<file path="src/rtl/wb_pkg.sv">
// Shared definitions for the write-back sequencer: memToReg selector codes,
// default parameters and the sequencer state encoding.
package wb_pkg;

    localparam logic [3:0] SEL_A    = 4'b0000;
    localparam logic [3:0] SEL_B    = 4'b0001;
    localparam logic [3:0] SEL_C    = 4'b0010;
    localparam logic [3:0] SEL_D    = 4'b0011;
    localparam logic [3:0] SEL_E    = 4'b0100;
    localparam logic [3:0] SEL_F    = 4'b0101;
    localparam logic [3:0] SEL_G    = 4'b0110;
    localparam logic [3:0] SEL_H    = 4'b0111;
    localparam logic [3:0] SEL_227  = 4'b1000;
    localparam logic [3:0] SEL_ZERO = 4'b1001;
    localparam logic [3:0] SEL_ONE  = 4'b1010;
    localparam logic [3:0] SEL_MAX  = 4'b1010;

    localparam int SP_REG_DEFAULT  = 29;
    localparam int MEM_LAT_DEFAULT = 2;

    typedef enum logic [2:0] {
        ST_INIT     = 3'd0,
        ST_IDLE     = 3'd1,
        ST_MEM_WAIT = 3'd2,
        ST_WRITE    = 3'd3,
        ST_REJECT   = 3'd4
    } wb_state_t;

    function automatic logic sel_is_illegal(input logic [3:0] sel);
        return sel > SEL_MAX;
    endfunction

endpackage

</file>
<file path="src/rtl/wb_lat_counter.sv">
// Loadable down-counter with a last-count flag, used to time memory wait states.
// The count saturates at zero so a stray decrement never wraps.
module wb_lat_counter #(
    parameter int W = 3
) (
    input  logic         clk,
    input  logic         reset,
    input  logic         i_load,
    input  logic [W-1:0] i_load_val,
    input  logic         i_dec,
    output logic         o_last
);

    logic [W-1:0] r_count;

    always_ff @(posedge clk) begin
        if (reset) begin
            r_count <= '0;
        end else if (i_load) begin
            r_count <= i_load_val;
        end else if (i_dec && (r_count != '0)) begin
            r_count <= r_count - 1'b1;
        end
    end

    assign o_last = (r_count == W'(1));

endmodule

</file>
<file path="src/rtl/wb_ctrl.sv">
// Write-back sequencer: drives memToReg select and register-bank write port,
// inserts load wait states and performs the stack-pointer write after reset.
module wb_ctrl
    import wb_pkg::*;
#(
    parameter int MEM_LAT = MEM_LAT_DEFAULT,
    parameter int SP_REG  = SP_REG_DEFAULT
) (
    input  logic       clk,
    input  logic       reset,
    input  logic       wb_req,
    input  logic [3:0] wb_src,
    input  logic [4:0] wb_dst,
    input  logic       wb_mem,
    output logic [3:0] mem_to_reg,
    output logic       reg_write,
    output logic [4:0] reg_dst,
    output logic       mem_read,
    output logic       wb_busy,
    output logic       wb_done,
    output logic       wb_illegal,
    output wb_state_t  dbg_state
);

    // Handshake: a request is taken only when wb_req=1 in a cycle where
    // wb_busy=0; in every other cycle wb_req is ignored with no side effects.

    wb_state_t  r_state;
    logic [3:0] r_src;
    logic [4:0] r_dst;
    logic       r_mem;
    logic [3:0] r_mem_to_reg;
    logic       r_reg_write;
    logic [4:0] r_reg_dst;
    logic       r_mem_read;
    logic       r_done;
    logic       r_illegal;

    logic       w_accept;
    logic       w_src_illegal;
    logic       w_load;
    logic       w_dec;
    logic       w_last;

    assign w_accept      = (r_state == ST_IDLE) && wb_req;
    assign w_src_illegal = sel_is_illegal(wb_src);
    assign w_load        = w_accept && !w_src_illegal && wb_mem;
    assign w_dec         = (r_state == ST_MEM_WAIT) && r_mem;

    wb_lat_counter #(
        .W(3)
    ) u_lat (
        .clk        (clk),
        .reset      (reset),
        .i_load     (w_load),
        .i_load_val (3'(MEM_LAT)),
        .i_dec      (w_dec),
        .o_last     (w_last)
    );

    always_ff @(posedge clk) begin
        if (reset) begin
            r_state      <= ST_INIT;
            r_src        <= '0;
            r_dst        <= '0;
            r_mem        <= 1'b0;
            r_mem_to_reg <= '0;
            r_reg_write  <= 1'b0;
            r_reg_dst    <= '0;
            r_mem_read   <= 1'b0;
            r_done       <= 1'b0;
            r_illegal    <= 1'b0;
        end else begin
            r_reg_write <= 1'b0;
            r_mem_read  <= 1'b0;
            r_done      <= 1'b0;
            r_illegal   <= 1'b0;
            case (r_state)
                // The SP write is presented in the first cycle out of reset;
                // once it has been shown the sequencer drops to IDLE.
                ST_INIT: begin
                    if (!r_reg_write) begin
                        r_reg_write  <= 1'b1;
                        r_mem_to_reg <= SEL_227;
                        r_reg_dst    <= 5'(SP_REG);
                    end else begin
                        r_state <= ST_IDLE;
                    end
                end
                ST_IDLE: begin
                    if (w_accept) begin
                        r_src <= wb_src;
                        r_dst <= wb_dst;
                        r_mem <= wb_mem;
                        if (w_src_illegal) begin
                            r_state   <= ST_REJECT;
                            r_done    <= 1'b1;
                            r_illegal <= 1'b1;
                        end else if (wb_mem) begin
                            r_state    <= ST_MEM_WAIT;
                            r_mem_read <= 1'b1;
                        end else begin
                            r_state      <= ST_WRITE;
                            r_mem_to_reg <= wb_src;
                            r_reg_dst    <= wb_dst;
                            r_reg_write  <= (wb_dst != 5'd0);
                            r_done       <= 1'b1;
                        end
                    end
                end
                ST_MEM_WAIT: begin
                    if (w_last) begin
                        r_state      <= ST_WRITE;
                        r_mem_to_reg <= r_src;
                        r_reg_dst    <= r_dst;
                        r_reg_write  <= (r_dst != 5'd0);
                        r_done       <= 1'b1;
                    end
                end
                ST_WRITE:  r_state <= ST_IDLE;
                ST_REJECT: r_state <= ST_IDLE;
                default:   r_state <= ST_IDLE;
            endcase
        end
    end

    assign mem_to_reg = r_mem_to_reg;
    assign reg_write  = r_reg_write;
    assign reg_dst    = r_reg_dst;
    assign mem_read   = r_mem_read;
    assign wb_done    = r_done;
    assign wb_illegal = r_illegal;
    assign wb_busy    = (r_state != ST_IDLE);
    assign dbg_state  = r_state;

endmodule

</file>
<file path="config.mk">
export PLATFORM = sky130hd
export DESIGN_NAME = wb_ctrl
export DESIGN_NICKNAME = d
export VERILOG_FILES = /design/src/rtl/wb_pkg.sv /design/src/rtl/wb_lat_counter.sv /design/src/rtl/wb_ctrl.sv
export SDC_FILE = /design/constraint.sdc
export NUM_CORES = 1
export LEC_CHECK = 0
export BUFFER_PORTS_ARGS = -buffer_cell sky130_fd_sc_hd__clkbuf_2
export CAP_MARGIN = 20
export CORE_MARGIN = 2
export CORE_UTILIZATION = 60
export CTS_BUF_LIST = sky130_fd_sc_hd__clkbuf_4
export DETAILED_ROUTE_END_ITERATION = 6
export PLACE_DENSITY = 0.95
export REMOVE_ABC_BUFFERS = 1
export SLEW_MARGIN = 20
export SYNTH_ARGS = -nofsm -noshare
export SYNTH_HDL_FRONTEND = slang
export SYNTH_SLANG_ARGS = --single-unit
</file>
<file path="constraint.sdc">
create_clock -name clk -period 3.15 [get_ports clk]
set_input_delay 0.63 -clock clk [delete_from_list [all_inputs] [get_ports clk]]
set_output_delay 0.63 -clock clk [all_outputs]
set_load 0.01 [all_outputs]
</file>
# Word-level counts from Yosys, hierarchy flattened
# Cells that the tools add are included.
dict set report word_totals {
  register_bits 29
  in_bits 13
}
dict set report op_classes {
  n_lt_le_gt_ge 1
  reduce_logical 18
  n_bitwise 2
  eq_ne 10
  addsub 1
  muxes 33
}
# op n
set op_table {}
lappend op_table {{2-to-1 mux 5 bit} 5}
lappend op_table {{2-to-1 mux 4 bit} 5}
lappend op_table {{case mux 5 bit (3 select lines)} 1}
lappend op_table {{2-to-1 mux 1 bit} 12}
lappend op_table {{2-to-1 mux 3 bit} 4}
lappend op_table {{case mux 4 bit (3 select lines)} 1}
lappend op_table {{!= test 2 bit, second input constant} 5}
lappend op_table {{nonzero test 5 bit} 2}
lappend op_table {{case mux 3 bit (3 select lines)} 1}
lappend op_table {{== test 3 x 1 -> 1 bit, second input constant} 2}
lappend op_table {{AND reduction 6 bit} 1}
lappend op_table {{nonzero test 3 bit} 2}
lappend op_table {{logical AND 1 bit} 5}
lappend op_table {{greater-than comparator 4 bit, second input constant} 1}
lappend op_table {{2-to-1 mux 2 bit} 2}
lappend op_table {{OR reduction 4 bit} 1}
lappend op_table {{== test 3 x 2 -> 1 bit, second input constant} 1}
lappend op_table {{zero test 3 bit} 1}
lappend op_table {{!= test 3 x 1 -> 1 bit, second input constant} 1}
lappend op_table {{case mux 1 bit (3 select lines)} 1}
lappend op_table {{AND reduction 3 bit} 1}
lappend op_table {{OR reduction 3 bit} 1}
lappend op_table {{subtractor 3 x 1 -> 3 bit, second input constant} 1}
lappend op_table {{!= test 2 x 1 -> 1 bit, second input constant} 1}
lappend op_table {{6 further kinds} 7}

# Depth between registers and ports, before layout
# Gate-level depths: netlist (run 1).
dict set report logic_depth {
  depth_word 5
  depth_mapped 6
  ltp_nobuf 6
}

# Modules after synthesis
# A second synthesis (run 1) with hierarchy kept.
dict set report unflattened {
  cells_unflattened 169
  hier_area_um2 1461.4
}
# mod cells_each area_each_um2 n_inst
set by_module_without_submodules {}
lappend by_module_without_submodules {wb_ctrl 144 1218.7 1}
lappend by_module_without_submodules {wb_lat_counter 25 242.7 1}

# Worst setup path before layout (run 1)
# No wires, ideal clock.
dict set report synth_path {
  kind {input-to-reg}
  startpoint {input port wb_mem}
  endpoint {register r_reg_dst[4], in the netlist reg_dst[4]}
  stages 5
  slack_ns 1.446
  required_time_ns 3.006
  arrival_ns 1.560
  cell_sequence {clkbuf_1 -> nor3b_1 -> a221o_1 -> nand2_4 -> o221ai_1}
}
dict set report synth_between {
  elab_chain_len 2
}
# item line
set synth_rtl {}
lappend synth_rtl {{start, declared} wb_ctrl.sv:14} ;# input logic wb_mem,
lappend synth_rtl {{!= test 2 bit (no source line)} --}
lappend synth_rtl {{AND reduction 6 bit (no source line)} --}
lappend synth_rtl {{end signal, assigned} wb_ctrl.sv:85} ;# r_reg_dst <= 5'(SP_REG);
lappend synth_rtl {{end signal, assigned} wb_ctrl.sv:105} ;# r_reg_dst <= wb_dst;
lappend synth_rtl {{end signal, assigned} wb_ctrl.sv:115} ;# r_reg_dst <= r_dst;
lappend synth_rtl {{end, declared} wb_ctrl.sv:34} ;# logic [4:0] r_reg_dst;
# No other way between the ends.
# A chain may end at the register's enable or synchronous reset.

# Worst setup path in the final report (run 1)
dict set report layout_path {
  startpoint {register r_state[0], in the netlist dbg_state[0]}
  endpoint {output port wb_busy}
}
dict set report layout_between {
  elab_chain_len 1
}
# item line
set layout_rtl {}
lappend layout_rtl {{start, declared} wb_ctrl.sv:28} ;# wb_state_t r_state;
lappend layout_rtl {{start signal, assigned} wb_ctrl.sv:63} ;# r_state <= ST_INIT;
lappend layout_rtl {{start signal, assigned} wb_ctrl.sv:87} ;# r_state <= ST_IDLE;
lappend layout_rtl {{start signal, assigned} wb_ctrl.sv:96} ;# r_state <= ST_REJECT;
lappend layout_rtl {{!= test 3 x 1 -> 1 bit} wb_ctrl.sv:133} ;# assign wb_busy = (r_state != ST_IDLE);
lappend layout_rtl {{end, declared} wb_ctrl.sv:19} ;# output logic wb_busy,
# No other way between the ends.

==> impl_metrics.py, run 1 <==
metrics = {
    "cells_and_area": {
        "final_cell_mix": "nand2_1, dfxtp_1, clkbuf_2",
        "num_antenna_cells": 0,
        "utilization": 0.736,
        "final_common_cell": "nand2_1",
        "drive_gt1_frac": 0.199,
        "finalNetCount": 221,
        "area_delta_synth_final_pct": 13.3,
        "layout.cells.non_filler": 234,
        "num-fill-cells": 177,
    },
    "timing": {
        "post-route-period-util": 0.800,
        "tightest_slew_ns": 0.750,
        "drv_slew": 0,
        "finClkSkew_ns": 0.00880,
        "hold_viol": 0,
        "finalCriticalPeriod_ns": 2.52,
        "slew_headroom": 0.499,
        "max_freq_mhz": 397,
        "rsz0062_at_grt": "no",
        "setup_violations": 0,
        "tns_ns": 0,
    },
    "die": {
        "core-area_um2": 2280,
        "std_cell_rows": 17,
        "die_height_um": 53.6,
        "io_pins": 30,
        "die_area_um2": 2880,
        "die_w_um": 53.6,
        "initial_utilization": 0.649,
    },
    "detailed_routing": {
        "ant_nets": 0,
        "drt-wirelength-per-cell_um": 14.6,
        "drt_pass1_iterations": 4,
        "vias": 1455,
        "drt-total-wl_mm": 3.42,
        "drtIter0Drc": 59,
        "via_per_inst": 6.22,
        "drc": 0,
    },
    "place": {
        "port_buffers": 29,
        "gp_congestion": 0.893,
        "dp_hpwl_mm": 2.45,
        "numPlacedInstances": 226,
    },
    "clocking": {
        "post_cts_resized": 0,
        "h-tree-depth": 2,
        "cts_tree": "done",
        "cts-hold-fix-buffers": 0,
        "clock_latency_ns": 0.32,
        "post_cts_buffers": 0,
        "root_buffer": "clkbuf_4",
        "cts_sinks": 29,
        "clk_path_buf_depth": 2,
        "numCtsBuffers": 5,
        "clk_pin_slew_ns": 0.09,
    },
    "global_route": {
        "grt_pass1_wl_mm": 5.66,
        "antenna_found_initial": 0,
        "grt_pass1_vias": 1293,
        "grtUsageTotal": 0.280,
        "grt_max_degree": 32,
        "grt_overflow": 0,
    },
    "synth": {
        "synth_area_per_cell_um2": 8.26,
        "yosys.area.top_type_share": 0.393,
        "synth_largest_area_cell": "dfxtp_1",
        "synthCells": 179,
        "ys_warn_count": 0,
        "synth.area.top_cells": "dfxtp_1, nand2_1, a21oi_1",
        "netlist_area_um2": 1480,
        "synth-seq-cells": 29,
        "post_synth_num_cell_types": 40,
        "yosysSeqAreaShare": 0.393,
    },
    "power_and_ir_drop": {
        "intPower_uw": 634,
        "combPwrFrac": 0.274,
        "p_seq_frac": 0.476,
        "p_per_area_nw_per_um2": 556,
        "p_sw_frac": 0.320,
        "power.leakage_uw": 0.000690,
        "p_clk_frac": 0.250,
        "power_switching_uw": 298,
        "peakVddDrop_mv": 0.379,
    },
    "critical_path": {
        "worstSetupEndpointType": "output port",
        "cp-start-kind": "flop",
        "critPathArrivalTime_ns": 1.89,
        "critPathKind": "reg2out",
        "worstPathMaxFanout": 16,
        "cp.required_ns": 2.52,
    },
    "status": {
        "status": "finished clean",
    },
    "job": {
        "drv_cap": 0,
    },
    "hold_path": {
        "hp-class": "reg2reg",
    },
}
layout make-up:
class	instances	area [um^2]	area share
inverter	11	41.3	0.0247
multi-input combinational	128	805	0.481
tap	28	35.0	0.0209
clock buffer	8	60.1	0.0359
sequential	29	581	0.347
timing repair buffer	30	153	0.0912
logic make-up after synthesis:
family,count (synthesis),synth area share
AO/OA/AOI/OAI,38,0.193
XOR/XNOR,1,0.00593
adder cells (fa/ha/maj),3,0.0254
buffers and inverters,22,0.0627
flip-flops,29,0.393
multiplexers,6,0.0406
AND/OR/NAND/NOR,80,0.279
path summary, 6_finish.rpt:
check / start / to / slack (ns) / depth (start not counted)
worst min-delay path: mem_to_reg[1] / mem_to_reg[1] / 0.46 / 2
worst min register to register: mem_to_reg[1] / mem_to_reg[1] / 0.46 / 2
worst max-delay path: dbg_state[0] / wb_busy / 0.63 / 3
worst max register to register: dbg_state[0] / wb_done / 0.83 / 4
metrics by stage:
| stage | worst slack (ns) | instance area, um^2 | hold WS, ns | power (uW) |
|---|---|---|---|---|
| 2_1_floorplan | 0.959 | 1430 | 0.425 | 615 |
| 3_3_place_gp | 1.12 | 1610 | 0.439 | 694 |
| 3_5_place_dp | 0.989 | 1610 | 0.449 | 703 |
| 4_1_cts | 0.667 | 1670 | 0.461 | 936 |
| 5_1_grt | 0.443 | 1670 | 0.485 | 993 |
| 6_report | 0.632 | 1670 | 0.463 | 931 |
cells in the mapped netlist (all sizes together):
library cell / number
nand2b: 5
o2111ai: 1
clkinv: 1
nor3: 10
a221o: 1
o21bai: 1
a31oi: 1
buf: 3
o21ai: 5
nand3b: 2
clkbuf: 8
nor4bb: 1
o22a: 1
nor4b: 4
or4: 2
or3: 1
o221ai: 1
o21a: 2
dfxtp: 29
xnor2: 1
o311ai: 3
inv: 10
nor4: 1
nand2: 36
a221oi: 3
o211ai: 2
a21oi: 12
and3: 1
nor2b: 2
ha: 3
o32ai: 1
mux2i: 6
a22o: 4
nor3b: 5
nand4: 3
nor2: 7
power groups by stage:
stage	logic (uW)	registers [uW]	clock network, uW
finish	256	443	233
floorplan	153	462	0
global route	287	450	257
CTS	254	443	239
detailed placement	252	451	0
global placement	245	449	0
critical path, cell delays in order (launching register included):
cell	delay (ns)
dfxtp_1	0.61
nor2b_1	0.68
nand2b_1	0.13
clkbuf_2	0.16
routing by layer:
layer,global-route usage,part of all wire,wire (um),vias to the layer above
li1,-,-,-,690
met1,0.347,0.40,1380,678
met2,0.426,0.48,1660,74
met3,0.108,0.084,288,13
met4,0.132,0.028,95,0
met5,0,0,0,-
(Power assumes the default switching activity.)
==> run 2, diff against run 1 <==
--- a/config.mk
+++ b/config.mk
@@ -5,13 +5,14 @@
 export SDC_FILE = /design/constraint.sdc
 export NUM_CORES = 1
 export LEC_CHECK = 0
+export ABC_AREA = 1
 export BUFFER_PORTS_ARGS = -buffer_cell sky130_fd_sc_hd__clkbuf_2
 export CAP_MARGIN = 20
 export CORE_MARGIN = 2
-export CORE_UTILIZATION = 60
+export CORE_UTILIZATION = 50
 export CTS_BUF_LIST = sky130_fd_sc_hd__clkbuf_4
 export DETAILED_ROUTE_END_ITERATION = 6
-export PLACE_DENSITY = 0.95
+export PLACE_DENSITY = 0.87
 export REMOVE_ABC_BUFFERS = 1
 export SLEW_MARGIN = 20
 export SYNTH_ARGS = -nofsm -noshare
==> constraint.sdc (replaced) <==
create_clock -name clk -period 2.2 [get_ports clk]
set_input_delay 0.44 -clock clk [delete_from_list [all_inputs] [get_ports clk]]
set_output_delay 0.44 -clock clk [all_outputs]
set_load 0.01 [all_outputs]
==> run 2 against run 1 <==
Net effect:
- synthesized cell count rose by 15%
- cell count rose by 14%
- worst setup slack got worse by 0.16 ns
- global-route usage fell by 6.0 points
- clock skew fell by 0.0053 ns
- register-to-register slack got worse by 0.33 ns
- sequential share of layout area rose by 0.61 points
- area after synthesis fell by 2.1%
- power rose by 120%
- largest power group is now combinational cells
==> impl_metrics.py, run 2 <==
metrics = {
    "synth": {
        "synth_area_per_cell_um2": 7.06,
        "synth_edf_count": 0,
        "yosysSeqAreaShare": 0.401,
        "post_synth_num_cell_types": 24,
        "synth.most_common_cell": "nand2_1",
        "synthCells": 205,
        "yosys.area.top_type_share": 0.401,
        "synth.area.top_cells": "dfxtp_1, nand2_1, nand3_1",
        "ys.flop_type": "dfxtp_1",
        "ys_warn_count": 0,
        "synth_top_cells_by_count": "nand2_1, dfxtp_1, nand3_1",
        "synth_largest_area_cell": "dfxtp_1",
        "synth-seq-cells": 29,
        "synthArstFlopShare": 0,
        "netlist_area_um2": 1450,
    },
    "timing": {
        "tns_ns": 0,
        "setup_violations": 0,
        "post-route-worst-setup-slack_ns": 0.474,
        "max_freq_mhz": 579,
        "rsz0062_at_grt": "no",
        "finalCriticalPeriod_ns": 1.73,
        "finClkSkew_ns": 0.00353,
        "hold_viol": 0,
        "post-route-period-util": 0.785,
        "slew_headroom": 0.708,
        "drv_slew": 0,
        "tightest_slew_ns": 0.438,
    },
    "place": {
        "gp_congestion": 0.891,
        "dp_hpwl_mm": 2.34,
        "numPlacedInstances": 259,
        "port_buffers": 29,
        "dp_slack_ns": 0.540,
        "placed_cell_area_um2": 1590,
    },
    "critical_path": {
        "cp-start-kind": "flop",
        "crit_path_start": "dbg_state[0]",
        "path_cells": "nand3_4 -> clkbuf_2",
        "critPathArrivalTime_ns": 1.29,
        "crit_path_end": "wb_busy",
        "worstPathMaxFanout": 10,
        "r2r_start": "dbg_state[0]",
        "crit_cells": 2,
        "path_buf_inv": 1,
        "slowest_delay_ns": 0.60,
        "rrSetupSlack_ns": 0.50,
        "worstSetupEndpointType": "output port",
        "r2r-end": "u_lat.r_count[1]",
        "cpMaxStageDelayCell": "dfxtp_1",
        "r2r_cells": 5,
        "critPathKind": "reg2out",
        "cp.required_ns": 1.76,
        "crit_family": "flip-flops",
    },
    "clocking": {
        "post_cts_resized": 0,
        "clk_path_buf_depth": 2,
        "cts_sinks": 29,
        "clk_pin_slew_ns": 0.09,
        "clock_latency_ns": 0.33,
        "root_buffer": "clkbuf_4",
        "post_cts_buffers": 0,
        "h-tree-depth": 2,
        "numCtsBuffers": 5,
        "cts-hold-fix-buffers": 0,
        "cts_tree": "done",
    },
    "power_and_ir_drop": {
        "peakVddDrop_mv": 0.948,
        "power.leakage_uw": 0.000808,
        "p_per_area_nw_per_um2": 1230,
    },
    "global_route": {
        "grt_max_degree": 20,
        "grtUsageTotal": 0.220,
        "antenna_found_initial": 0,
        "grt_pass1_wl_mm": 5.44,
        "grt_overflow": 0,
        "grt_pass1_vias": 1289,
    },
    "die": {
        "io_pins": 30,
        "initial_utilization": 0.525,
        "die_area_um2": 3340,
        "die_height_um": 57.8,
        "die_w_um": 57.8,
        "core-area_um2": 2760,
        "std_cell_rows": 19,
    },
    "cells_and_area": {
        "area_delta_synth_final_pct": 13.8,
        "num_antenna_cells": 0,
        "num-fill-cells": 288,
        "layout.cells.non_filler": 267,
        "drive_gt1_frac": 0.229,
        "final_common_cell": "nand2_1",
        "finalNetCount": 251,
        "final_cell_mix": "nand2_1, dfxtp_1, clkbuf_2",
        "utilization": 0.597,
        "fin_area_um2": 1650,
    },
    "detailed_routing": {
        "via_per_inst": 5.36,
        "drt-total-wl_mm": 3.17,
        "ant_nets": 0,
        "drtIter0Drc": 70,
        "vias": 1432,
        "drt-wirelength-per-cell_um": 11.9,
        "drt_pass1_iterations": 4,
        "drc": 0,
    },
    "job": {
        "drv_cap": 0,
    },
    "status": {
        "status": "finished clean",
    },
    "hold_path": {
        "hp-class": "in2reg",
    },
}
[run 2: cell count changes after synthesis, sizes merged, moves of 5 or more]
cell    delta
mux2i      -6
nor3b      -5
nand3     +29
nand2b     -5
nor2      +19
clkbuf     -8
nor3       -9
nand4      +8
inv       +18
nand2      +5
[run 2: kinds of logic (layout without fill, tap and decap cells)]
kind of cell,after synthesis,in the layout,synth area share
AO/OA/AOI/OAI,29,29,0.106
XOR/XNOR,1,1,0.00606
adder cells (fa/ha/maj),3,3,0.0260
buffers and inverters,35,66,0.106
flip-flops,29,29,0.401
AND/OR/NAND/NOR,108,108,0.355
[run 2: area by class of cell]
type / instances / area (um^2) / area share
multi-input combinational: 141 / 713 / 0.433
sequential: 29 / 581 / 0.353
timing repair buffer: 30 / 153 / 0.0928
inverter: 28 / 105 / 0.0639
clock buffer: 6 / 45.0 / 0.0274
tap: 31 / 38.8 / 0.0236
clock inverter: 2 / 10.0 / 0.00608
[run 2: layer usage]
| metal | global-route usage | routed length, um | up-vias |
|---|---|---|---|
| li1 | - | - | 740 |
| met1 | 0.277 | 1430 | 638 |
| met2 | 0.334 | 1420 | 47 |
| met3 | 0.0692 | 255 | 7 |
| met4 | 0.120 | 76 | 0 |
| met5 | 0 | 0 | - |
[run 2: power breakdown]
part | leakage (uW) | switching (uW) | internal (uW)
registers | 0.000237 | 85.9 | 643
clock network | 0.0000354 | 179 | 134
logic | 0.000535 | 629 | 357
[run 2: tightest hold or removal path: stages]
cell,delay [ns]
clkbuf_2,0.10
nand2_1,0.05
nand2_1,0.05
[run 2: worst min-delay path by stage]
stage / startpoint / end / slack, ns / depth (start not counted)
after floorplan: u_lat.r_count[2] / u_lat.r_count[2] / 0.44 / 2
after global placement: u_lat.r_count[2] / u_lat.r_count[2] / 0.45 / 2
after detailed placement: u_lat.r_count[2] / u_lat.r_count[2] / 0.45 / 2
after CTS: reset / dbg_state[0] / 0.32 / 2
after global routing: reset / wb_done / 0.33 / 2
final: wb_dst[0] / r_dst[0] / 0.34 / 3
[run 2: metrics by stage]
| step | total power [uW] | hold WS, ns |
|---|---|---|
| 6_report | 2030 | 0.338 |
| 5_1_grt | 2220 | 0.332 |
| 4_1_cts | 2050 | 0.320 |
| 3_5_place_dp | 1720 | 0.450 |
| 3_3_place_gp | 1700 | 0.453 |
| 2_1_floorplan | 1460 | 0.439 |
